[config.mk]
export PLATFORM = sky130hd
export DESIGN_NAME = gpu_ramseq
export DESIGN_NICKNAME = d
export VERILOG_FILES = /design/src/rtl/gpu_pkg.sv /design/src/rtl/gpu_ramseq_init.sv /design/src/rtl/gpu_ramseq.sv
export SDC_FILE = /design/constraint.sdc
export NUM_CORES = 1
export LEC_CHECK = 0
export BUFFER_PORTS_ARGS = -buffer_cell sky130_fd_sc_hd__buf_4
export CAP_MARGIN = 20
export CORE_UTILIZATION = 61
export DETAILED_ROUTE_END_ITERATION = 8
export PLACE_DENSITY = 0.79
export SYNTH_ARGS = -nofsm -noshare
export SYNTH_HDL_FRONTEND = slang
export SYNTH_SLANG_ARGS = --single-unit
[constraint.sdc]
create_clock -name clk -period 3.7 [get_ports clk]
set_input_delay 0.185 -clock clk [delete_from_list [all_inputs] [get_ports clk]]
set_output_delay 0.185 -clock clk [all_outputs]
set_load 0.02 [all_outputs]
[src/rtl/gpu_pkg.sv]
// Shared definitions for the GPU SDRAM slot timing generator: init FSM states,
// one-hot phase chain reset constants, default line geometry and init timing.
package gpu_pkg;

    typedef enum logic [2:0] {
        ST_WAIT  = 3'd0,
        ST_PRE   = 3'd1,
        ST_AREF  = 3'd2,
        ST_MRS   = 3'd3,
        ST_ALIGN = 3'd4,
        ST_RUN   = 3'd5
    } init_state_t;

    localparam logic [3:0] CYC_RST = 4'b0001;
    localparam logic [3:0] PH_RST  = 4'b0001;

    localparam int LINE_PHASES_DEF = 288;
    localparam int REF_FIRST_DEF   = 280;
    localparam int INIT_WAIT_DEF   = 7200;
    localparam int INIT_REFS_DEF   = 8;

    // One-hot left rotate used by both cycle and phase rings.
    function automatic logic [3:0] rotl4(input logic [3:0] v);
        return {v[2:0], v[3]};
    endfunction

endpackage

[src/rtl/gpu_ramseq_init.sv]
// SDRAM power-up init sequencer: 100 us wait, precharge-all, auto-refresh burst,
// mode-register-set, then align to a line start and flag ram_rdy.
module gpu_ramseq_init
    import gpu_pkg::*;
#(
    parameter int INIT_WAIT = INIT_WAIT_DEF,
    parameter int INIT_REFS = INIT_REFS_DEF
) (
    input  logic clk,
    input  logic rst,
    // Strobes describe the phase chain state that becomes visible on the next clk,
    // so the registered command strobes line up with the round start itself.
    input  logic round_start_next,
    input  logic line_start_next,
    output logic ini_pre,
    output logic ini_ref,
    output logic ini_mrs,
    output logic ram_rdy
);

    localparam logic [12:0] WAIT_LAST = 13'(INIT_WAIT - 1);
    localparam logic [3:0]  REFS_LAST = 4'(INIT_REFS - 1);

    init_state_t state_reg, state_next;
    logic [12:0] wait_cnt_reg, wait_cnt_next;
    logic [3:0]  ref_cnt_reg, ref_cnt_next;
    logic        pre_reg, pre_next;
    logic        aref_reg, aref_next;
    logic        mrs_reg, mrs_next;
    logic        rdy_reg, rdy_next;

    always_ff @(posedge clk or negedge rst) begin
        if (!rst) begin
            state_reg    <= ST_WAIT;
            wait_cnt_reg <= '0;
            ref_cnt_reg  <= '0;
            pre_reg      <= 1'b0;
            aref_reg     <= 1'b0;
            mrs_reg      <= 1'b0;
            rdy_reg      <= 1'b0;
        end else begin
            state_reg    <= state_next;
            wait_cnt_reg <= wait_cnt_next;
            ref_cnt_reg  <= ref_cnt_next;
            pre_reg      <= pre_next;
            aref_reg     <= aref_next;
            mrs_reg      <= mrs_next;
            rdy_reg      <= rdy_next;
        end
    end

    always_comb begin
        state_next    = state_reg;
        wait_cnt_next = wait_cnt_reg;
        ref_cnt_next  = ref_cnt_reg;
        pre_next      = 1'b0;
        aref_next     = 1'b0;
        mrs_next      = 1'b0;
        rdy_next      = rdy_reg;
        case (state_reg)
            ST_WAIT: begin
                // Counter parks at its terminal value once the wait expires.
                if (wait_cnt_reg == WAIT_LAST) begin
                    state_next = ST_PRE;
                end else begin
                    wait_cnt_next = wait_cnt_reg + 13'd1;
                end
            end
            ST_PRE: begin
                if (round_start_next) begin
                    pre_next     = 1'b1;
                    ref_cnt_next = '0;
                    state_next   = ST_AREF;
                end
            end
            ST_AREF: begin
                if (round_start_next) begin
                    aref_next = 1'b1;
                    if (ref_cnt_reg == REFS_LAST) begin
                        state_next = ST_MRS;
                    end else begin
                        ref_cnt_next = ref_cnt_reg + 4'd1;
                    end
                end
            end
            ST_MRS: begin
                if (round_start_next) begin
                    mrs_next   = 1'b1;
                    state_next = ST_ALIGN;
                end
            end
            ST_ALIGN: begin
                if (line_start_next) begin
                    rdy_next   = 1'b1;
                    state_next = ST_RUN;
                end
            end
            ST_RUN: begin
                rdy_next = 1'b1;
            end
            default: begin
                state_next = ST_WAIT;
            end
        endcase
    end

    assign ini_pre = pre_reg;
    assign ini_ref = aref_reg;
    assign ini_mrs = mrs_reg;
    assign ram_rdy = rdy_reg;

endmodule

[src/rtl/gpu_ramseq.sv]
// SDRAM slot timing generator: free-running one-hot cycle/phase rings, line phase
// counter, refresh window and init sequencer. Optional hsync lock: GPU_RAMSEQ_SYNC_EN.
module gpu_ramseq
    import gpu_pkg::*;
#(
    parameter int LINE_PHASES = LINE_PHASES_DEF,
    parameter int REF_FIRST   = REF_FIRST_DEF,
    parameter int INIT_WAIT   = INIT_WAIT_DEF,
    parameter int INIT_REFS   = INIT_REFS_DEF
) (
    input  logic       clk,
    input  logic       rst,
`ifdef GPU_RAMSEQ_SYNC_EN
    input  logic       hsync,
`endif
    output logic [3:0] ram_cyc,
    output logic [3:0] ram_ph,
    output logic [8:0] ram_ph_ctr,
    output logic       ram_ref,
    output logic       line_start,
    output logic       ini_pre,
    output logic       ini_ref,
    output logic       ini_mrs,
    output logic       ram_rdy
);

    localparam logic [8:0] PH_LAST   = 9'(LINE_PHASES - 1);
    localparam logic [8:0] REF_START = 9'(REF_FIRST);

    logic [3:0] cyc_reg, cyc_next;
    logic [3:0] ph_reg, ph_next;
    logic [8:0] ctr_reg, ctr_next;
    logic       ref_reg, ref_next;
    logic       line_start_reg, line_start_next;
    logic       round_start_next;
    logic       reload;

`ifdef GPU_RAMSEQ_SYNC_EN
    // Stages 0..1 synchronise hsync, stage 2 holds the previous value for edge detect.
    logic [2:0] hs_pipe_reg;

    generate
        for (genvar gi = 0; gi < 3; gi++) begin : g_hs_pipe
            always_ff @(posedge clk or negedge rst) begin
                if (!rst) begin
                    hs_pipe_reg[gi] <= 1'b0;
                end else if (gi == 0) begin
                    hs_pipe_reg[gi] <= hsync;
                end else begin
                    hs_pipe_reg[gi] <= hs_pipe_reg[gi-1];
                end
            end
        end
    endgenerate

    assign reload = hs_pipe_reg[1] & ~hs_pipe_reg[2];
`else
    assign reload = 1'b0;
`endif

    always_comb begin
        cyc_next = rotl4(cyc_reg);
        ph_next  = cyc_reg[3] ? rotl4(ph_reg) : ph_reg;
        ctr_next = ctr_reg;
        if (cyc_reg[3] && ph_reg[3]) begin
            ctr_next = (ctr_reg == PH_LAST) ? 9'd0 : ctr_reg + 9'd1;
        end
        if (reload) begin
            cyc_next = CYC_RST;
            ph_next  = PH_RST;
            ctr_next = 9'd0;
        end
        round_start_next = ph_next[0] & cyc_next[0];
        line_start_next  = round_start_next & (ctr_next == 9'd0);
        // ram_rdy is already high by the time the counter first reaches the window.
        ref_next         = ram_rdy & (ctr_next >= REF_START);
    end

    always_ff @(posedge clk or negedge rst) begin
        if (!rst) begin
            cyc_reg        <= CYC_RST;
            ph_reg         <= PH_RST;
            ctr_reg        <= '0;
            ref_reg        <= 1'b0;
            line_start_reg <= 1'b0;
        end else begin
            cyc_reg        <= cyc_next;
            ph_reg         <= ph_next;
            ctr_reg        <= ctr_next;
            ref_reg        <= ref_next;
            line_start_reg <= line_start_next;
        end
    end

    gpu_ramseq_init #(
        .INIT_WAIT (INIT_WAIT),
        .INIT_REFS (INIT_REFS)
    ) u_init (
        .clk              (clk),
        .rst              (rst),
        .round_start_next (round_start_next),
        .line_start_next  (line_start_next),
        .ini_pre          (ini_pre),
        .ini_ref          (ini_ref),
        .ini_mrs          (ini_mrs),
        .ram_rdy          (ram_rdy)
    );

    assign ram_cyc    = cyc_reg;
    assign ram_ph     = ph_reg;
    assign ram_ph_ctr = ctr_reg;
    assign ram_ref    = ref_reg;
    assign line_start = line_start_reg;

endmodule

==> parameters.txt <==
Parameter                              Value

Outcome
  Status ... completed

STA
  Number of setup violations in the final report ... 0
  Slew @ Worst Pin ... 0.551 ns
  Setup repair after global routing missed its margin ... false
  Period minus WS final ... 2.12 ns
  Final-layout worst hold slack ... 0.340 ns
  Final-report hold violation count ... 0
  Relative max-transition margin ... 63.1%
  Worst clock skew ... 0.0153 ns
  Number of pins with negative max-slew slack in the final report ... 0
  Total negative setup slack ... 0 ns
  Fraction of the cycle the final worst path needs ... 57.4%
  Achievable Freq ... 471 MHz

Final layout
  Final core occ ... 75.5%
  Area of all placed cells without fillers ... 0.00234 mm^2
  Leading cell types in the layout, fill and taps excluded ... sky130_fd_sc_hd__dfrtp_1 (41), sky130_fd_sc_hd__buf_4 (24), sky130_fd_sc_hd__nand2_1 (19), sky130_fd_sc_hd__nor2_1 (16), sky130_fd_sc_hd__nand3_1 (13)
  Number of inserted diodes ... 0
  Share of layout cells above drive strength 1 ... 22.6%
  Area added between synthesis and finish ... 16.0%
  Max reg flops ... 13
  Count of non-filler cells in the finished layout ... 256
  Number of nets in the finished design ... 216
  Leading cell type in the layout, fill and taps excluded ... sky130_fd_sc_hd__dfrtp_1
  Fillers ... 229

Place
  Dpl cells ... 247
  PortBufs ... 24
  Placer's final routability congestion estimate ... 0.909
  DP Area ... 0.00223 mm^2
  DP Wirelength ... 2620 um

Worst setup path
  Crit path launch type ... register
  Category of the worst setup path capture point ... register
  Path type of the worst setup path ... register to register
  R2r startpoint ... ram_cyc[3]$_DFF_PN0_
  Data arrival, critical path ... 2.44 ns
  Required arrival time at the worst endpoint ... 4.02 ns
  Maximum net fanout on the critical path ... 13
  Start point of the critical path ... ram_cyc[3]$_DFF_PN0_

Hold path
  Path category of the worst min-delay check ... input pin to asynchronous set/reset pin

Global route
  Antenna violations before repair ... 0
  Overflow after GRT ... 0
  Grt peak-use layer ... met2
  Met2 Resource Use GR ... 44.5%
  Total global routing track utilization ... 24.8%
  Wire length of the first global-routing pass ... 6410 um
  Global routing usage on met3 ... 8.08%
  GR Util met1 ... 26.7%
  Number of global-route vias before repair ... 1510
  Largest net degree at the start of global routing ... 44

Routing
  First DRT Iteration DRCs ... 110
  1st-pass router iterations ... 4
  Via count ... 1503
  Wire length per cell after detailed routing ... 14.9 um
  Total length of routed wires ... 3820 um
  Count of unresolved DRC violations after routing ... 0
  Vias per cell ... 5.87
  Final antenna-violating net count ... 0

CTS
  Clock tree root driver cell ... sky130_fd_sc_hd__clkbuf_4
  Worst-Skew Late Latency ... 0.37 ns
  Number of H-tree branching levels ... 2
  CTS max path bufs ... 2
  Total clock sinks ... 43
  Number of buffers inserted during clock tree synthesis ... 5
  Clock tree from TritonCTS ... built
  Clock transition at the register clock pins on the worst setup and hold paths after CTS ... 0.14 ns

Floorplanning
  Floorplan row count ... 20
  Die span in y ... 59.6 um
  Effective utilization at floorplan ... 65.1%
  Total die area ... 0.00355 mm^2
  DIE WIDTH ... 59.6 um
  Number of ports placed on the die boundary ... 25
  Core region area ... 0.00310 mm^2

Logic synthesis
  Synthesized Nets ... 189
  Average instance area after synthesis ... 11.0 um^2
  Distinct cells, synth ... 44
  Gate count after technology mapping ... 184
  Synthesized area ... 0.00202 mm^2
  Seq/Total Area, Yosys ... 53.4%
  Yosys warning count ... 0
  Count of state elements after synthesis ... 43

Pwr
  Peak supply drop ... 0.336 mV
  Pleak ... 0.00113 uW
  P per Cell Area ... 361 mW/mm^2

Run
  Maximum Capacitance Violations ... 0
-- cells by family after synthesis --
group	share of synthesized area [%]
DFF	53.4
xor gates and xnor gates	7.80
adders and majority gates	1.86
AOI/OAI and AO/OA	7.00
and+or+nand+nor	22.6
muxes	5.08
buffers and inverters	2.29
-- synth_stat cells, drive strengths merged --
library cell / instances / area (um^2)
inv: 5 / 18.8
nand4: 8 / 62.6
xnor2: 12 / 105
dfrtp: 41 / 1030
nor3: 5 / 25.0
and2: 1 / 6.26
or3b: 1 / 8.76
a31oi: 2 / 12.5
and4: 2 / 20.0
nor3b: 2 / 15.0
buf: 2 / 16.3
nand3: 13 / 65.1
mux2: 7 / 82.6
xor2: 6 / 52.6
and3: 3 / 18.8
dfstp: 2 / 52.6
nor2b: 1 / 6.26
o21bai: 1 / 7.51
and4b: 1 / 10.0
clkbuf: 3 / 11.3
a21o: 1 / 7.51
nor2: 16 / 60.1
mux2i: 2 / 20.0
nand3b: 2 / 15.0
or3: 2 / 12.5
o21ai: 2 / 10.0
a221o: 2 / 20.0
o211a: 1 / 10.0
or4b: 2 / 20.0
a31o: 1 / 8.76
nand2b: 2 / 12.5
a21oi: 6 / 33.8
nand2: 19 / 71.3
a22o: 1 / 8.76
o221ai: 1 / 15.0
nor4: 2 / 27.5
ha: 3 / 37.5
o31ai: 1 / 7.51
-- critical path, cell delays in order, from the launching register on --
cell and delay [ns]:
sky130_fd_sc_hd__dfrtp_1 0.64, sky130_fd_sc_hd__nand2_1 0.30, sky130_fd_sc_hd__nor3b_1 0.43, sky130_fd_sc_hd__nor2_1 0.14
sky130_fd_sc_hd__or4b_1 0.50, sky130_fd_sc_hd__nand2_1 0.08
-- where the power goes --
part	total (uW)	internal [uW]	switching, uW
logic	10.1	1.40	8.66
registers	470	470	0
clock network	366	210	155
total	846	681	164
-- through the flow --
step | worst slack (ns) | power (uW)
after floorplan | 1.62 | 479
after global placement | 1.69 | 488
after detailed placement | 1.61 | 489
after CTS | 1.57 | 852
after global routing | 1.34 | 872
final | 1.58 | 846
-- cell type report --
class	instances	area (um^2)	share of cell area, %
timing repair buffer	25	190	8.12
multi-input combinational	131	896	38.2
tap	44	55.1	2.35
clock buffer	5	37.5	1.60
sequential	43	1080	46.0
inverter	5	18.8	0.801
clock inverter	3	67.6	2.88
-- routing by layer --
| metal | up-vias | routed length, um |
|---|---|---|
| met2 | 36 | 2040 |
| met5 | - | 0 |
| li1 | 706 | - |
| met1 | 754 | 1560 |
| met4 | 0 | 53 |
| met3 | 7 | 168 |
-- repair_timing --
action                                  in CTS  in global routing
resized for setup                            0                  0
hold buffers                                 1                  0
endpoints found under the setup margin       0                  0
endpoints found under the hold margin       41                  0
buffers inserted                             0                  0
-- final timing paths --
| kind | endpoint | slack (ns) | cells after the start |
|---|---|---|---|
| setup / recovery | u_init.ref_cnt_reg[2]$_DFFE_PN0P_ | 1.58 | 5 |
| setup reg to reg | u_init.ref_cnt_reg[2]$_DFFE_PN0P_ | 1.58 | 5 |
| hold / removal | u_init.ref_cnt_reg[2]$_DFFE_PN0P_ | 0.34 | 2 |
| max in group asynchronous | ram_cyc[0]$_DFF_PN1_ | 2.98 | 2 |
| hold reg to reg | ram_cyc[2]$_DFF_PN0_ | 0.39 | 0 |
| min in group clk | ram_cyc[2]$_DFF_PN0_ | 0.39 | 0 |
Power figures use the tool's default switching activity.
